`config.mk`:
```
export PLATFORM = sky130hd
export DESIGN_NAME = md5_iter_ctrl
export DESIGN_NICKNAME = d
export VERILOG_FILES = /design/src/rtl/md5_ctrl_pkg.sv /design/src/rtl/md5_x_index.sv /design/src/rtl/md5_iter_ctrl.sv
export SDC_FILE = /design/constraint.sdc
export NUM_CORES = 1
export LEC_CHECK = 0
export CAP_MARGIN = 20
export CORE_MARGIN = 8
export CORE_UTILIZATION = 48
export CTS_BUF_LIST = sky130_fd_sc_hd__clkbuf_8
export DETAILED_ROUTE_END_ITERATION = 7
export HOLD_SLACK_MARGIN = 0.02
export PLACE_DENSITY_LB_ADDON = 0.05
export RECOVER_POWER = 25
export SYNTH_ARGS = -nofsm -noshare
export SYNTH_HDL_FRONTEND = slang
export SYNTH_SLANG_ARGS = --single-unit
```
`constraint.sdc`:
```
create_clock -name CLK -period 2.9 [get_ports CLK]
set_input_delay 0.29 -clock CLK [delete_from_list [all_inputs] [get_ports CLK]]
set_output_delay 0.29 -clock CLK [all_outputs]
set_load 0.05 [all_outputs]
```
`src/rtl/md5_ctrl_pkg.sv`:
```
// Shared definitions for the MD5 iteration sequencer: FSM states, block geometry,
// round encodings and the message-index multiplier/offset constants used by g(i).
package md5_ctrl_pkg;

    localparam int STEPS = 64;
    localparam int WORDS = 16;

    typedef enum logic [1:0] {
        ST_IDLE  = 2'd0,
        ST_STEP  = 2'd1,
        ST_FINAL = 2'd2
    } md5_state_e;

    typedef enum logic [1:0] {
        RND_F = 2'd0,
        RND_G = 2'd1,
        RND_H = 2'd2,
        RND_I = 2'd3
    } md5_round_e;

    // g(i) = (MUL*i + OFF) mod 16 per round; round F is the identity.
    localparam logic [3:0] G1_MUL = 4'd5;
    localparam logic [3:0] G1_OFF = 4'd1;
    localparam logic [3:0] G2_MUL = 4'd3;
    localparam logic [3:0] G2_OFF = 4'd5;
    localparam logic [3:0] G3_MUL = 4'd7;

endpackage

```
`src/rtl/md5_x_index.sv`:
```
// Combinational step decode: step index i -> message word index g(i), round
// function select and rotate select.
module md5_x_index
    import md5_ctrl_pkg::*;
(
    input  logic [5:0] step_i,
    output logic [3:0] x_addr_o,
    output logic [1:0] func_sel_o,
    output logic [1:0] shift_amnt_o
);

    logic [3:0] i4;

    assign i4           = step_i[3:0];
    assign func_sel_o   = step_i[5:4];
    assign shift_amnt_o = step_i[1:0];

    // 4-bit products wrap naturally, giving the mod-16 word index.
    always_comb begin
        x_addr_o = i4;
        case (md5_round_e'(step_i[5:4]))
            RND_F:   x_addr_o = i4;
            RND_G:   x_addr_o = i4 * G1_MUL + G1_OFF;
            RND_H:   x_addr_o = i4 * G2_MUL + G2_OFF;
            default: x_addr_o = i4 * G3_MUL;
        endcase
    end

endmodule

```
`src/rtl/md5_iter_ctrl.sv`:
```
// MD5 iteration sequencer: loads message words into the X buffers and steps the
// datapath through 64 rounds plus a chaining add. MD5_PINGPONG_EN enables a second X buffer.
module md5_iter_ctrl
    import md5_ctrl_pkg::*;
(
    input  logic       CLK,
    input  logic       RST,
    input  logic       msg_valid,
    input  logic       msg_last,
    output logic       msg_ready,
    output logic       WE1,
    output logic       XEN1,
    output logic       WE2,
    output logic       XEN2,
    output logic [3:0] wr_addr,
    output logic [3:0] X_addr,
    output logic       X_sel,
    output logic [5:0] T_addr,
    output logic [1:0] Func_sel,
    output logic [1:0] Shift_amnt,
    output logic       en1,
    output logic       en2,
    output logic       CV_sel,
    output logic       Load_done,
    output logic       busy,
    output logic       digest_valid,
    output md5_state_e dbg_state
);

    md5_state_e state_q, state_d;
    logic [5:0] step_q, step_d;
    logic [3:0] wr_addr_q, wr_addr_d;
    logic       wsel_q, wsel_d;
    logic       rsel_q, rsel_d;
    logic [1:0] full_q, full_d;
    logic [1:0] last_q, last_d;
    logic       load_done_q, load_done_d;
    logic       digest_q, digest_d;
    logic       cv_sel_q, cv_sel_d;
    logic       accept;
    logic       in_step;

`ifdef MD5_PINGPONG_EN
    localparam bit PINGPONG = 1'b1;
    assign WE1   = accept & ~wsel_q;
    assign XEN1  = WE1 | (in_step & ~rsel_q);
    assign WE2   = accept & wsel_q;
    assign XEN2  = WE2 | (in_step & rsel_q);
    assign X_sel = rsel_q;
`else
    localparam bit PINGPONG = 1'b0;
    assign WE1   = accept;
    assign XEN1  = accept | in_step;
    assign WE2   = 1'b0;
    assign XEN2  = 1'b0;
    assign X_sel = 1'b0;
`endif

    // Handshake: a word transfers on any cycle where msg_valid && msg_ready;
    // msg_ready drops while the write buffer holds a block not yet hashed.
    assign msg_ready    = ~full_q[wsel_q];
    assign accept       = msg_valid & msg_ready;
    assign in_step      = (state_q == ST_STEP);
    assign en1          = in_step;
    assign en2          = (state_q == ST_FINAL);
    assign busy         = (state_q != ST_IDLE);
    assign T_addr       = step_q;
    assign wr_addr      = wr_addr_q;
    assign Load_done    = load_done_q;
    assign digest_valid = digest_q;
    assign CV_sel       = cv_sel_q;
    assign dbg_state    = state_q;

    md5_x_index u_x_index (
        .step_i       (step_q),
        .x_addr_o     (X_addr),
        .func_sel_o   (Func_sel),
        .shift_amnt_o (Shift_amnt)
    );

    always_comb begin
        state_d     = state_q;
        step_d      = step_q;
        wr_addr_d   = wr_addr_q;
        wsel_d      = wsel_q;
        rsel_d      = rsel_q;
        full_d      = full_q;
        last_d      = last_q;
        load_done_d = 1'b0;
        digest_d    = 1'b0;
        cv_sel_d    = cv_sel_q;

        if (accept) begin
            wr_addr_d = wr_addr_q + 4'd1;
            if (wr_addr_q == 4'(WORDS - 1)) begin
                load_done_d    = 1'b1;
                full_d[wsel_q] = 1'b1;
                last_d[wsel_q] = msg_last;
                if (PINGPONG) wsel_d = ~wsel_q;
            end
        end

        case (state_q)
            ST_IDLE: begin
                if (full_q[rsel_q]) begin
                    state_d = ST_STEP;
                    step_d  = '0;
                end
            end
            ST_STEP: begin
                if (step_q == 6'(STEPS - 1)) begin
                    state_d = ST_FINAL;
                    step_d  = '0;
                end else begin
                    step_d = step_q + 6'd1;
                end
            end
            ST_FINAL: begin
                full_d[rsel_q] = 1'b0;
                digest_d       = last_q[rsel_q];
                cv_sel_d       = ~last_q[rsel_q];
                state_d        = ST_IDLE;
                // The other buffer already holding a block lets hashing continue without a bubble.
                if (PINGPONG) begin
                    rsel_d = ~rsel_q;
                    if (full_q[~rsel_q]) state_d = ST_STEP;
                end
            end
            default: state_d = ST_IDLE;
        endcase
    end

    always_ff @(posedge CLK) begin
        if (RST) begin
            state_q     <= ST_IDLE;
            step_q      <= '0;
            wr_addr_q   <= '0;
            wsel_q      <= 1'b0;
            rsel_q      <= 1'b0;
            full_q      <= '0;
            last_q      <= '0;
            load_done_q <= 1'b0;
            digest_q    <= 1'b0;
            cv_sel_q    <= 1'b0;
        end else begin
            state_q     <= state_d;
            step_q      <= step_d;
            wr_addr_q   <= wr_addr_d;
            wsel_q      <= wsel_d;
            rsel_q      <= rsel_d;
            full_q      <= full_d;
            last_q      <= last_d;
            load_done_q <= load_done_d;
            digest_q    <= digest_d;
            cv_sel_q    <= cv_sel_d;
        end
    end

endmodule

```
==> metrics <==
vias 980; Inst Count DP 189; Clk pwr share 38.0%; hold endpoint digest_valid; Final Instance Count excl. Fillers 193; min Tclk post-route 2700 ps; number of global-route vias before repair 969; worst slack, placed 513 ps; Post-Synthesis Cells 135; Slew Viols, Final 0; Total Routing Usage GR 13.2%; Starting Density 49.2%; Post-synth EDFFs 0; TritonCTS clock tree built; I/O Pins 36; Total Neg Setup Slack 0 ps; wire per inst 14.5 um; Worst Path Max Fanout 7; cell depth of the worst hold path 1; initial antenna violation count 0; r2r setup slk 1200 ps; DIE AREA 4290 um^2; Clock Tree Buf Depth 2; later-pin clock latency in the skew report 250 ps; # Max-Cap Violations 0; Finish-stage setup viols 0; worst vdd ir 416 uV; R2R depth 5; core area 2390 um^2; DR DRC count 0; post-synthesis register bit count 17; nets@finish 179; IO Port Bufs 32; hold_sp last_q[0]; Arr. time, crit path 2410 ps; worst clock skew 5.54 ps; Die Span Y 65.5 um; slowest CP cell fa_1; CP Class flip-flop to output pin; Area Growth Syn to Fin 29.6%; fill cell count 223; most frequent cells in the layout 27 x clkdlybuf4s50_1, 17 x dfxtp_1, 17 x nor2_1; Netlist cell types 45; drt initial violations 35; H-tree depth 1; # clock sinks 17; sequential cell area fraction in the yosys report 29.0%; ANT nets after route 0; DPL Wire Length 2200 um; final hold violations 0; PD cells 308 nW/um^2; placer congestion estimate 0.900; net switching power 0.000122 W; R2R Path End T_addr[2]; hold crit path type flip-flop to flip-flop; Setup crit end kind output pin; CP Launch Type flip-flop; Tcrit/Tclk final 93.0%; leading cell type in the layout, fill and taps excluded clkdlybuf4s50_1; first-pass GRT wire length 4530 um; routed vias/inst 5.08; switching share of power 25.9%; FF/Latch Area 340 um^2; Clk Tree Root Cell clkbuf_8; chip width 65.5 um; post-synthesis cell area 1170 um^2; Row Count 18; syn_area_per_cell 8.70 um^2; post-CTS sizing 0; fmax 0.371 GHz; grt ovf 0; slew margin rel. 57.0%; Overall Power 0.000469 W; area of the multi-input gates 723 um^2; CP Cell Sequence inv_1, fa_1, and2b_1, xnor3_1, nor2_1, o31a_1, buf_12; Clk pin slew, worst setup/hold paths 70 ps; status complete, no violations; fin worst setup slack 202 ps; warnings from Yosys 0; ant diodes 0; Setup Buffers After CTS 0; share of layout cells above drive strength 1 7.98%; Gate power share 10.8%; Reg power frac 51.3%; Post-synth ARST share 0%; Num CTS Buffers 3; required time of the worst setup path 2610 ps; RSZ-0062 raised after global routing no; static leakage 0.588 nW; Cell Int Power 0.000347 W; cts-stage hold buffer count 0; largest net degree at the start of global routing 18; Detailed Routing Iterations Pass 1 4; Slew @ Worst Pin 643 ps; WL final 2810 um; Top FF cell, synth dfxtp_1; CP peak stage delay 590 ps; worst r2r src T_addr[1]; Crit. Startpoint T_addr[2]
worst max path at each step:
stage          slack (ps)         to
4_1_cts               230  X_addr[3]
6_report              200  X_addr[3]
3_5_place_dp          510  X_addr[3]
5_1_grt                50  X_addr[3]
3_3_place_gp          580  X_addr[3]
2_1_floorplan           6  X_addr[2]
per-layer routing:
metal | global-route usage [%] | share of wire [%]
met5 | 0 | 0
met1 | 14.3 | 44
met2 | 22.8 | 48
met3 | 4.93 | 7.2
met4 | 5.18 | 0.75
area by class of cell:
| cell class | instances | area share [%] |
|---|---|---|
| multi-input combinational | 99 | 47.5 |
| clock buffer | 3 | 2.71 |
| tap | 30 | 2.47 |
| clock inverter | 1 | 0.329 |
| inverter | 9 | 2.55 |
| timing repair buffer | 34 | 22.1 |
| sequential | 17 | 22.4 |
cells in the mapped netlist (2+ instances only):
| cell type | number | area share, % |
|---|---|---|
| mux2i_1 | 5 | 4.3 |
| dfxtp_1 | 17 | 29 |
| nand3_1 | 3 | 1.3 |
| and2_1 | 2 | 1.1 |
| nor3b_1 | 2 | 1.3 |
| xnor3_1 | 2 | 3.8 |
| buf_4 | 7 | 4.5 |
| nand2b_1 | 3 | 1.6 |
| inv_1 | 7 | 2.2 |
| ha_1 | 10 | 11 |
| buf_2 | 2 | 0.85 |
| nand4_1 | 2 | 1.1 |
| xnor2_1 | 6 | 4.5 |
| nand2_1 | 8 | 2.6 |
| clkbuf_1 | 2 | 0.64 |
| a21oi_1 | 6 | 2.6 |
| xor2_1 | 3 | 2.2 |
| or2_1 | 2 | 1.1 |
| nor2_1 | 17 | 5.4 |
| nor3_1 | 2 | 0.85 |
| o21ai_0 | 2 | 0.85 |
| nor2b_1 | 2 | 1.1 |
sequential cells by signal, indices dropped and copies added, names as in the netlist:
| register | flops |
|---|---|
| T_addr | 6 |
| wr_addr | 4 |
| dbg_state | 2 |
| CV_sel | 1 |
| Load_done | 1 |
| digest_valid | 1 |
| full_q | 1 |
| last_q | 1 |
power groups by stage:
stage	clock network, W	registers, W	logic, W
final	0.000178	0.000240	0.0000506
after global routing	0.000196	0.000241	0.0000536
after CTS	0.000180	0.000240	0.0000521
after detailed placement	0	0.000246	0.0000518
after global placement	0	0.000245	0.0000516
after floorplan	0	0.000256	0.0000289
critical path, delay by kind of cell (launching register included):
| kind | cells | cell delay [ps] |
|---|---|---|
| compound gates | 1 | 190 |
| xor+xnor | 1 | 320 |
| fa+ha+maj | 1 | 590 |
| buf+inv | 2 | 280 |
| flops | 1 | 460 |
| simple gates | 2 | 310 |
through the flow:
step | utilization (%) | hold slack (ps) | cell area, um^2
6_report | 63.8 | 496 | 1520
5_1_grt | 63.8 | 525 | 1520
4_1_cts | 64.2 | 496 | 1530
3_5_place_dp | 62.3 | 484 | 1490
3_3_place_gp | 62.3 | 468 | 1490
2_1_floorplan | - | 434 | 1180
logic make-up after synthesis:
group | synth area share, %
AOI/OAI and AO/OA | 9.80
xor gates and xnor gates | 10.5
adders and majority gates | 12.4
buffers and inverters | 9.58
DFF | 29.0
muxes | 6.18
other | 0.319
and+or+nand+nor | 22.3
(Power assumes the default switching activity.)
